$ cat src/rtl/frontend_egress.sv
// Packet egress: reads a packet from the shared packet BRAM starting at address 0 and
// streams it out as AXI-Stream beats with byte enables and tlast, then pulses finish.
module frontend_egress #(
    parameter int DATA_W = 256,
    parameter int ADDR_W = 6,
    parameter int RD_LAT = 1
) (
    input  logic                aclk,
    input  logic                areset,
    input  logic                start,
    input  logic [15:0]         length_be,
    output logic                finish,
    output logic                bram_enb,
    output logic [ADDR_W-1:0]   bram_addrb,
    input  logic [DATA_W-1:0]   bram_doutb,
    output logic [DATA_W-1:0]   m_axis_tdata,
    output logic [DATA_W/8-1:0] m_axis_tkeep,
    output logic                m_axis_tvalid,
    output logic                m_axis_tlast,
    input  logic                m_axis_tready
);

    localparam int BYTES     = DATA_W / 8;
    localparam int OFF_W     = $clog2(BYTES);
    localparam int MAX_BEATS = 1 << ADDR_W;
    localparam int MAX_BYTES = MAX_BEATS * BYTES;
    localparam int CNT_W     = ADDR_W + 1;

    typedef enum logic [1:0] {
        IDLE,
        RUN,
        DONE
    } state_t;

    state_t             state;
    state_t             state_nxt;
    logic [CNT_W-1:0]   beats_q;
    logic [BYTES-1:0]   last_keep_q;
    logic [CNT_W-1:0]   rd_addr;
    logic [CNT_W-1:0]   sent;
    logic [RD_LAT-1:0]  rd_vld_p;
    logic [DATA_W-1:0]  buf_data [2];
    logic               buf_wr_ptr;
    logic               buf_rd_ptr;
    logic [1:0]         buf_count;
    logic               issue;
    logic               push;
    logic               pop;
    logic               is_last;
    int                 inflight;

    // Beat count rounded up to whole beats, clamped to the BRAM depth.
    function automatic logic [CNT_W-1:0] sat_beats(input logic [15:0] len);
        logic [16:0] ceil_beats;
        ceil_beats = ({1'b0, len} + 17'(BYTES - 1)) >> OFF_W;
        if (ceil_beats > 17'(MAX_BEATS))
            return CNT_W'(MAX_BEATS);
        return ceil_beats[CNT_W-1:0];
    endfunction

    // Byte enables of the final beat; an oversize packet is truncated to full beats.
    function automatic logic [BYTES-1:0] tail_keep(input logic [15:0] len);
        logic [OFF_W-1:0] rem;
        rem = len[OFF_W-1:0];
        if (len > 16'(MAX_BYTES) || rem == '0)
            return '1;
        return {BYTES{1'b1}} >> (BYTES - int'(rem));
    endfunction

    assign m_axis_tvalid = (buf_count != 2'd0);
    assign is_last       = (sent == beats_q - 1'b1);
    assign m_axis_tlast  = m_axis_tvalid && is_last;
    assign m_axis_tkeep  = !m_axis_tvalid ? '0 : (is_last ? last_keep_q : '1);
    assign m_axis_tdata  = buf_data[buf_rd_ptr];
    assign pop           = m_axis_tvalid && m_axis_tready;
    assign push          = rd_vld_p[RD_LAT-1];
    assign bram_enb      = issue;

    always_comb begin
        inflight = $countones(rd_vld_p);
    end

    // Read 0 is issued straight from IDLE so the first beat is buffered two cycles after start;
    // a same-cycle pop frees a slot, which keeps the stream gap-free under constant tready.
    always_comb begin
        state_nxt  = state;
        issue      = 1'b0;
        finish     = 1'b0;
        bram_addrb = '0;
        case (state)
            IDLE: begin
                if (start) begin
                    issue     = (length_be != 16'd0);
                    state_nxt = (length_be == 16'd0) ? DONE : RUN;
                end
            end
            RUN: begin
                issue = (rd_addr < beats_q) &&
                        (int'(buf_count) + inflight - int'(pop) < 2);
                if (issue)
                    bram_addrb = rd_addr[ADDR_W-1:0];
                if (pop && is_last)
                    state_nxt = DONE;
            end
            DONE: begin
                finish    = 1'b1;
                state_nxt = IDLE;
            end
            default: state_nxt = IDLE;
        endcase
    end

    // p0: control state, packet parameters and read address/beat counters
    always_ff @(posedge aclk or posedge areset) begin
        if (areset) begin
            state       <= IDLE;
            beats_q     <= '0;
            last_keep_q <= '0;
            rd_addr     <= '0;
            sent        <= '0;
        end else begin
            state <= state_nxt;
            if (state == IDLE && start) begin
                beats_q     <= sat_beats(length_be);
                last_keep_q <= tail_keep(length_be);
            end
            if (state == IDLE)
                rd_addr <= issue ? CNT_W'(1) : '0;
            else if (issue)
                rd_addr <= rd_addr + 1'b1;
            if (state == IDLE)
                sent <= '0;
            else if (pop)
                sent <= sent + 1'b1;
        end
    end

    // p1: read-valid tracking matched to the BRAM latency
    always_ff @(posedge aclk or posedge areset) begin
        if (areset) begin
            rd_vld_p <= '0;
        end else begin
            rd_vld_p[0] <= issue;
            for (int i = 1; i < RD_LAT; i++)
                rd_vld_p[i] <= rd_vld_p[i-1];
        end
    end

    // p2: two-entry output buffer; head entry is the beat presented on the stream
    always_ff @(posedge aclk or posedge areset) begin
        if (areset) begin
            buf_data[0] <= '0;
            buf_data[1] <= '0;
            buf_wr_ptr  <= 1'b0;
            buf_rd_ptr  <= 1'b0;
            buf_count   <= 2'd0;
        end else begin
            if (push) begin
                buf_data[buf_wr_ptr] <= bram_doutb;
                buf_wr_ptr           <= ~buf_wr_ptr;
            end
            if (pop)
                buf_rd_ptr <= ~buf_rd_ptr;
            case ({push, pop})
                2'b10:   buf_count <= buf_count + 2'd1;
                2'b01:   buf_count <= buf_count - 2'd1;
                default: buf_count <= buf_count;
            endcase
        end
    end

endmodule
$ cat config.mk
export PLATFORM = sky130hd
export DESIGN_NAME = frontend_egress
export DESIGN_NICKNAME = d
export VERILOG_FILES = /design/src/rtl/frontend_egress.sv
export SDC_FILE = /design/constraint.sdc
export NUM_CORES = 1
export LEC_CHECK = 0
export CAP_MARGIN = 10
export CORE_AREA = 2 2 225 227
export DETAILED_ROUTE_END_ITERATION = 6
export DIE_AREA = 0 0 227 229
export PLACE_DENSITY = 0.81
export SETUP_SLACK_MARGIN = 0.1
export SLEW_MARGIN = 20
export SYNTH_ARGS = -nofsm -noshare
export SYNTH_HDL_FRONTEND = slang
export SYNTH_SLANG_ARGS = --single-unit
$ cat constraint.sdc
create_clock -name aclk -period 59.4 [get_ports aclk]
set_input_delay 14.85 -clock aclk [delete_from_list [all_inputs] [get_ports aclk]]
set_output_delay 14.85 -clock aclk [all_outputs]
set_load 0.1 [all_outputs]
==> results of run 1 <==
-- stage by stage --
| stage | utilization | cell area [um2] |
|---|---|---|
| after floorplan | - | 25420 |
| after global placement | 0.6392 | 31740 |
| after detailed placement | 0.6392 | 31740 |
| after CTS | 0.6785 | 33690 |
| after global routing | 0.6800 | 33770 |
| final | 0.6802 | 33770 |
-- sequential cells by signal, summed over array words and instances (netlist names), 2 cells and up --
| signal | cells |
|---|---|
| beats_q | 7 |
| buf_data | 512 |
| last_keep_q | 32 |
| state | 2 |
| sent | 7 |
| rd_addr | 7 |
| buf_count | 2 |
-- worst reg2reg max path: stages (launching register included) --
cell and delay [ps]:
dfrtp_1 450, or2_2 580, nand2_1 420, or2_2 200, inv_1 50, fa_1 470, inv_1 30, a2111oi_0 340
nand2_1 160, a2111oi_0 890, a31o_2 290, a21oi_1 60
-- worst max-delay path by stage --
stage                     slack, ps             to  depth (start not counted)          start
final                         25610  bram_addrb[0]                         11  m_axis_tready
after global routing          25370       bram_enb                         11  m_axis_tready
after CTS                     25610  bram_addrb[0]                         11  m_axis_tready
after detailed placement      25640  bram_addrb[0]                         11  m_axis_tready
after global placement        25750  bram_addrb[0]                         11  m_axis_tready
after floorplan               27110       bram_enb                         10  m_axis_tready
-- logic make-up after synthesis --
group,synth area share
and+or+nand+nor,0.02476
AOI/OAI and AO/OA,0.03234
adders and majority gates,0.008172
DFF,0.5632
xor gates and xnor gates,0.01034
muxes,0.3419
buffers and inverters,0.01930
-- cells in the mapped netlist, types with 4 or more instances --
cell type and instances:
nand3_1 12, dfrtp_1 572, nand2_1 28, clkbuf_1 99, o21a_1 33, o32ai_1 6
nor2_1 34, a221o_1 14, mux2_2 769, o211ai_1 4, xnor2_1 14, nand2b_1 9
and2_1 9, ha_1 15, xor2_1 16, a21oi_1 8, o21ai_0 7, a211o_1 5
inv_1 23, nor3_1 10
-- routing by layer --
metal  routed length (um)  part of all wire
met1                24400              0.37
met2                33220              0.51
met3                 5363             0.082
met4                 2679             0.041
met5                   93            0.0014
-- layout make-up --
cell class | count | area, um2 | area share
diodes | 15 | 37.54 | 0.001111
clock buffers | 92 | 1760 | 0.05212
clock inverters | 13 | 193.9 | 0.005742
inverters | 23 | 93.84 | 0.002778
multi-input cells | 1044 | 10640 | 0.3150
flip-flops and latches | 572 | 14320 | 0.4239
well taps | 672 | 840.8 | 0.02489
repair buffers | 589 | 5892 | 0.1744
==> impl_metrics.env, run 1 <==
export IMPL_worstHoldPathCells=1
export IMPL_slowest_stage="clkdlybuf4s50_1"
export IMPL_drc=0
export IMPL_worst_slack_ps=25610
export IMPL_layout_drive_gt1_share=0.3832
export IMPL_hold_violations=0
export IMPL_hp_class="reg2reg"
export IMPL_arrival_ps=18940
export IMPL_synthArstFlopShare=1.000
export IMPL_status="finished clean"
export IMPL_setup_violations=0
export IMPL_hold_end="last_keep_q[24]"
export IMPL_cts_root_buf="clkbuf_16"
export IMPL_grtUsageTotal=0.2500
export IMPL_tightest_slew_ps=1126
export IMPL_dp_cells=2899
export IMPL_slew_violations=0
export IMPL_htreeDepth=2
export IMPL_path_clk_slew_ps=60
export IMPL_port_buffers=573
export IMPL_rrSetupSlack_ps=55290
export IMPL_detail_route_first_pass_iterations=5
export IMPL_antenna_found_initial=21
export IMPL_grtUsageMet3=0.08185
export IMPL_place_congestion=0.8730
export IMPL_synth_area_leaders="dfrtp_1, mux2_2, clkbuf_1"
export IMPL_cts_hold_fix_buffers=0
export IMPL_cp_cell_sequence="clkdlybuf4s50_1 > nand2_1 > or2_2 > inv_1 > fa_1 > inv_1 > a2111oi_0 > nand2_1 > a21oi_1 > and2_1 > clkdlybuf4s50_1"
export IMPL_start_util=0.5118
export IMPL_die_w_um=227
export IMPL_core_mm2=0.04966
export IMPL_layout_common_cells="mux2_2, clkdlybuf4s50_1, dfrtp_1"
export IMPL_slew_headroom=0.2469
export IMPL_grt_busiest_layer="met2"
export IMPL_stdcell_count=3020
export IMPL_die_area_mm2=0.05198
export IMPL_rr_endpoint="rd_addr[5]"
export IMPL_finClkSkew_ps=11.22
export IMPL_fmax_mhz=29.59
export IMPL_wl_mm=65.76
export IMPL_rows=82
export IMPL_synth_nets=2036
export IMPL_grt_pass1_wl_mm=101.2
export IMPL_synth_top_cell_area_share=0.5632
export IMPL_layout_commonest_cell="mux2_2"
export IMPL_drv_cap=0
export IMPL_cts_tree="built"
export IMPL_start_kind="input port"
export IMPL_worstHoldStart="last_keep_q[24]"
export IMPL_io_pins=574
export IMPL_fin_crit_sh=0.5689
export IMPL_crit_required_ps=44550
export IMPL_cts_repair_resized=0
export IMPL_synth_edff_count=0
export IMPL_nets=2580
export IMPL_numCtsBuffers=58
export IMPL_synth_cell_area_mm2=0.02542
export IMPL_critPathMaxFanout=12
export IMPL_vias=16480
export IMPL_synth_seq_cells=572
export IMPL_cp_end_kind="primary output"
export IMPL_dp_final_hpwl_mm=45.10
export IMPL_postRouteAntennaNets=0
export IMPL_netlist_instances=1744
export IMPL_met1_usage=0.2816
export IMPL_yosysWarnings=0
export IMPL_fillers=3555
export IMPL_crit_buf_inv=4
export IMPL_post_cts_buffers=0
export IMPL_r2r_cells=11
export IMPL_wl_per_cell_um=21.77
export IMPL_synth_avg_cell_area_um2=14.57
export IMPL_synth_top_area_cell="dfrtp_1"
export IMPL_fin_tns_setup_ps=0
export IMPL_reg2reg_from="buf_count[1]"
export IMPL_path_delay_family="buffers and inverters"
export IMPL_max_stage_delay_ps=1140
export IMPL_cts_max_path_buffers=3
export IMPL_syn2layout_area_growth_pct=32.89
export IMPL_place_worst_setup_slack_ps=25640
export IMPL_period_minus_slack_ps=33790
export IMPL_worstSetupPathType="in2out"
export IMPL_rsz0062_at_grt="no"
export IMPL_grt_pass1_vias=17940
export IMPL_gr_usage_met2=0.4297
export IMPL_die_y_um=229
export IMPL_grt_start_max_net_pins=173
export IMPL_viasPerCell=5.456
export IMPL_grt_ovfl_total=0
export IMPL_synthFlopType="dfrtp_1"
export IMPL_synth_cell_types=55
export IMPL_worst_hold_slack_ps=488.2
export IMPL_cts_sinks=572
export IMPL_ys_seq_area_frac=0.5632
export IMPL_drt_iter0_markers=796
export IMPL_clk_latency_ps=610
Power of run 1 is left out: the tool's default activity adds up to more than one toggle a clock period on the data nets, which glitch-free logic cannot reach.
==> run 2: changes to the inputs <==
--- a/config.mk
+++ b/config.mk
@@ -6,10 +6,9 @@
 export NUM_CORES = 1
 export LEC_CHECK = 0
 export CAP_MARGIN = 10
-export CORE_AREA = 2 2 225 227
+export CORE_UTILIZATION = 46
 export DETAILED_ROUTE_END_ITERATION = 6
-export DIE_AREA = 0 0 227 229
-export PLACE_DENSITY = 0.81
+export PLACE_DENSITY = 0.77
 export SETUP_SLACK_MARGIN = 0.1
 export SLEW_MARGIN = 20
 export SYNTH_ARGS = -nofsm -noshare
==> constraint.sdc (replaced) <==
create_clock -name aclk -period 27.9 [get_ports aclk]
set_input_delay 6.975 -clock aclk [delete_from_list [all_inputs] [get_ports aclk]]
set_output_delay 6.975 -clock aclk [all_outputs]
set_load 0.1 [all_outputs]
==> impl_metrics.env, run 2 (synthesis results as in run 1) <==
export IMPL_status="finished clean"
export IMPL_die_y_um=237.1
export IMPL_crit_buf_inv=4
export IMPL_tightest_slew_ps=1123
export IMPL_syn2layout_area_growth_pct=33.27
export IMPL_cts_tree="built"
export IMPL_slowest_stage="clkdlybuf4s50_1"
export IMPL_antenna_found_initial=9
export IMPL_start_util=0.4686
export IMPL_largest_register="buf_data"
export IMPL_cts_repair_resized=0
export IMPL_drc=0
export IMPL_slew_headroom=0.2490
export IMPL_core_mm2=0.05424
export IMPL_period_minus_slack_ps=18010
export IMPL_detail_route_first_pass_iterations=5
export IMPL_arrival_ps=11030
export IMPL_cts_sinks=572
export IMPL_place_congestion=0.8413
export IMPL_finClkSkew_ps=19.08
export IMPL_htreeDepth=2
export IMPL_postRouteAntennaNets=0
export IMPL_rsz0062_at_grt="no"
export IMPL_grt_ovfl_total=0
export IMPL_worst_hold_slack_ps=490.0
export IMPL_cts_max_path_buffers=3
export IMPL_fin_tns_setup_ps=0
export IMPL_max_stage_delay_ps=1140
export IMPL_slew_violations=0
export IMPL_crit_required_ps=20920
export IMPL_drv_cap=0
export IMPL_grt_start_max_net_pins=137
export IMPL_viasPerCell=5.394
export IMPL_grt_pass1_vias=18020
export IMPL_vias=16400
export IMPL_wl_per_cell_um=21.15
export IMPL_clk_latency_ps=610
export IMPL_io_pins=574
export IMPL_hold_violations=0
export IMPL_dp_final_hpwl_mm=44.16
export IMPL_setup_violations=0
export IMPL_numCtsBuffers=60
export IMPL_path_clk_slew_ps=60
export IMPL_layout_drive_gt1_share=0.3866
export IMPL_post_cts_buffers=0
export IMPL_layout_common_cells="mux2_2, clkdlybuf4s50_1, dfrtp_1"
export IMPL_grt_pass1_wl_mm=101.6
export IMPL_drt_iter0_markers=631
export IMPL_die_w_um=237.1
export IMPL_hp_class="reg2reg"
export IMPL_wl_mm=64.30
export IMPL_critPathMaxFanout=12
export IMPL_grtUsageTotal=0.2282
export IMPL_nets=2582
export IMPL_path_delay_family="buffers and inverters"
export IMPL_worstSetupPathType="in2out"
export IMPL_layout_commonest_cell="mux2_2"
export IMPL_die_area_mm2=0.05620
export IMPL_cts_root_buf="clkbuf_16"
export IMPL_cp_end_kind="primary output"
export IMPL_fmax_mhz=55.53
export IMPL_rows=85
export IMPL_start_kind="input port"
export IMPL_largest_reg_flops=512
export IMPL_cts_hold_fix_buffers=0
export IMPL_cp_cell_sequence="clkdlybuf4s50_1 > nand2_1 > or2_2 > inv_1 > fa_1 > inv_1 > a2111oi_0 > nand2_1 > a21oi_1 > and2_1 > clkdlybuf4s50_1"
export IMPL_fin_crit_sh=0.6454
export IMPL_reg_top3="buf_data x512, last_keep_q x32"
export IMPL_fillers=4123
export IMPL_port_buffers=573
run 2: changes by cell type in the layout (fill, tap and decap cells not counted), sizes merged:
cell and change:
bufinv +2, diode -7, clkbuf -6, clkinv +6
clkinvlp +1
run 2: worst reg2reg max path: cells and delay by family, from the launching register on:
kind	cells	cell delay (ps)
AOI/OAI and AO/OA	4	1460
and+or+nand+nor	4	1320
adders and majority gates	1	470
buffers and inverters	2	90
DFF	1	460
run 2: path summary, 6_finish.rpt:
kind	endpoint	cells past startpoint	slack, ps	startpoint
max in group asynchronous	last_keep_q[0]	5	17910	areset
min in group asynchronous	buf_data[511]	2	6950	areset
worst min-delay path	last_keep_q[16]	1	490	last_keep_q[16]
worst max-delay path	bram_addrb[0]	11	9890	m_axis_tready
worst min register to register	last_keep_q[16]	1	490	last_keep_q[16]
worst max register to register	rd_addr[5]	11	23930	buf_count[1]
run 2: area by class of cell:
type | instances | area (um2) | area share
Antenna cell | 8 | 20.02 | 0.0005910
Multi-Input combinational cell | 1044 | 10630 | 0.3138
Tap cell | 696 | 870.8 | 0.02571
Timing Repair Buffer | 589 | 5867 | 0.1732
Clock inverter | 22 | 302.8 | 0.008939
Sequential cell | 572 | 14320 | 0.4227
Inverter | 23 | 93.84 | 0.002770
Clock buffer | 86 | 1772 | 0.05231
run 2: metrics by stage:
stage / instance area (um2) / util / instances / setup slack [ps]
after global routing: 33870 / 0.6244 / 3039 / 9587
after detailed placement: 31760 / 0.5856 / 2924 / 9949
after global placement: 31760 / 0.5856 / 2924 / 10000
final: 33870 / 0.6245 / 3040 / 9892
after CTS: 33840 / 0.6239 / 3032 / 9932
after floorplan: 25420 / - / 1744 / 4924
run 2: per-layer routing:
metal,routed length [um],GRT usage,up-vias
li1,-,-,7387
met1,24330,0.2613,8396
met2,32630,0.3960,473
met3,4781,0.06913,137
met4,2530,0.09521,4
met5,27,0,-
Power of run 2 is left out for the same reason.
==> run 3: changes to the inputs <==
==> constraint.sdc (replaced) <==
create_clock -name aclk -period 15.84 [get_ports aclk]
set_input_delay 3.96 -clock aclk [delete_from_list [all_inputs] [get_ports aclk]]
set_output_delay 3.96 -clock aclk [all_outputs]
set_load 0.1 [all_outputs]
==> impl_metrics.env, run 3 (synthesis results as in run 1) <==
export IMPL_hp_class="reg2reg"
export IMPL_hold_violations=0
export IMPL_grt_ovfl_total=0
export IMPL_wl_per_cell_um=21.19
export IMPL_cts_tree="built"
export IMPL_port_buffers=573
export IMPL_worstSetupPathType="in2out"
export IMPL_period_minus_slack_ps=11970
export IMPL_drt_iter0_markers=698
export IMPL_rsz0062_at_grt="no"
export IMPL_die_w_um=237.1
export IMPL_top_layer="met5"
export IMPL_io_pins=574
export IMPL_cts_hold_fix_buffers=0
export IMPL_grtUsageTotal=0.2280
export IMPL_largest_register="buf_data"
export IMPL_syn2layout_area_growth_pct=33.40
export IMPL_wl_met1_mm=24.45
export IMPL_htreeDepth=2
export IMPL_post_cts_buffers=0
export IMPL_nets=2581
export IMPL_numCtsBuffers=60
export IMPL_slowest_stage="clkdlybuf4s50_1"
export IMPL_slew_headroom=0.2634
export IMPL_drc=0
export IMPL_slew_violations=0
export IMPL_place_congestion=0.8624
export IMPL_fin_crit_sh=0.7555
export IMPL_die_area_mm2=0.05620
export IMPL_cts_repair_resized=0
export IMPL_grt_start_max_net_pins=208
export IMPL_path_clk_slew_ps=50
export IMPL_cts_sinks=572
export IMPL_cts_max_path_buffers=3
export IMPL_viasPerCell=5.341
export IMPL_antenna_found_initial=23
export IMPL_dr_wl_met3_mm=5.184
export IMPL_drv_cap=0
export IMPL_clk_latency_ps=600
export IMPL_fmax_mhz=83.56
export IMPL_vias=16280
export IMPL_dp_final_hpwl_mm=44.15
export IMPL_max_stage_delay_ps=1170
export IMPL_start_kind="input port"
export IMPL_met2_length_mm=32.32
export IMPL_die_y_um=237.1
export IMPL_cp_end_kind="primary output"
export IMPL_cts_root_buf="clkbuf_16"
export IMPL_layout_drive_gt1_share=0.3894
export IMPL_grt_pass1_wl_mm=100.6
export IMPL_postRouteAntennaNets=0
export IMPL_finClkSkew_ps=21.44
export IMPL_arrival_ps=8010
export IMPL_largest_reg_flops=512
export IMPL_core_mm2=0.05424
export IMPL_setup_violations=0
export IMPL_status="finished clean"
export IMPL_detail_route_first_pass_iterations=4
export IMPL_crit_required_ps=11880
export IMPL_layout_common_cells="mux2_2, clkdlybuf4s50_1, dfrtp_1"
export IMPL_start_util=0.4686
export IMPL_tightest_slew_ps=1101
export IMPL_cp_cell_sequence="clkdlybuf4s50_1 > nand2_1 > or2_2 > inv_1 > fa_1 > inv_1 > a2111oi_0 > nand2_1 > a21oi_1 > nand2b_1 > clkdlybuf4s50_1"
export IMPL_grt_pass1_vias=17820
export IMPL_critPathMaxFanout=12
export IMPL_rows=85
export IMPL_fin_tns_setup_ps=0
export IMPL_reg_top3="buf_data x512, last_keep_q x32"
export IMPL_layout_commonest_cell="mux2_2"
export IMPL_wl_mm=64.56
## run 3: cell count changes in the layout (fill, tap and decap cells not counted), sizes merged
cell,change
clkinv,+4
buf,-1
inv,-1
clkinvlp,+3
diode,+6
bufinv,-4
## run 3: layout make-up
class | count | area [um2]
Sequential cell | 572 | 14320
Multi-Input combinational cell | 1044 | 10640
Clock buffer | 86 | 1821
Clock inverter | 24 | 206.4
Tap cell | 696 | 870.8
Antenna cell | 14 | 35.03
Fill cell | 4092 | 20330
Inverter | 23 | 90.09
Timing Repair Buffer | 588 | 5926
## run 3: final timing paths
kind	cells after the start	slack (ps)	start	end
hold / removal	1	490	last_keep_q[8]	last_keep_q[8]
max in group asynchronous	5	10000	areset	buf_data[366]
setup reg to reg	11	11840	buf_count[1]	rd_addr[5]
setup / recovery	11	3870	m_axis_tready	bram_enb
hold reg to reg	1	490	last_keep_q[8]	last_keep_q[8]
min in group asynchronous	3	3840	areset	last_keep_q[22]
## run 3: critical path: cells and delay by family
kind	cells	cell delay [ps]
buffers and inverters	4	1750
adder cells (fa/ha/maj)	1	470
AND/OR/NAND/NOR	4	870
AO/OA/AOI/OAI	2	950
## run 3: layer usage
metal / vias to the layer above / global-route usage
met5: - / 0
met4: 18 / 0.1007
met3: 140 / 0.07857
met2: 446 / 0.3865
met1: 8285 / 0.2603
li1: 7386 / -
## run 3: stage by stage
stage / utilization / worst slack, ps / std cells / hold slack (ps) / instance area [um2]
after global routing: 0.6250 / 3550 / 3045 / 504.5 / 33900
final: 0.6251 / 3872 / 3047 / 485.4 / 33910
after floorplan: - / 4088 / 1744 / 450.5 / 25420
after global placement: 0.5858 / 3978 / 2921 / 472.0 / 31780
after detailed placement: 0.5863 / 3900 / 2922 / 476.1 / 31800
after CTS: 0.6237 / 3885 / 3032 / 490.9 / 33830
Power of run 3 is left out for the same reason.
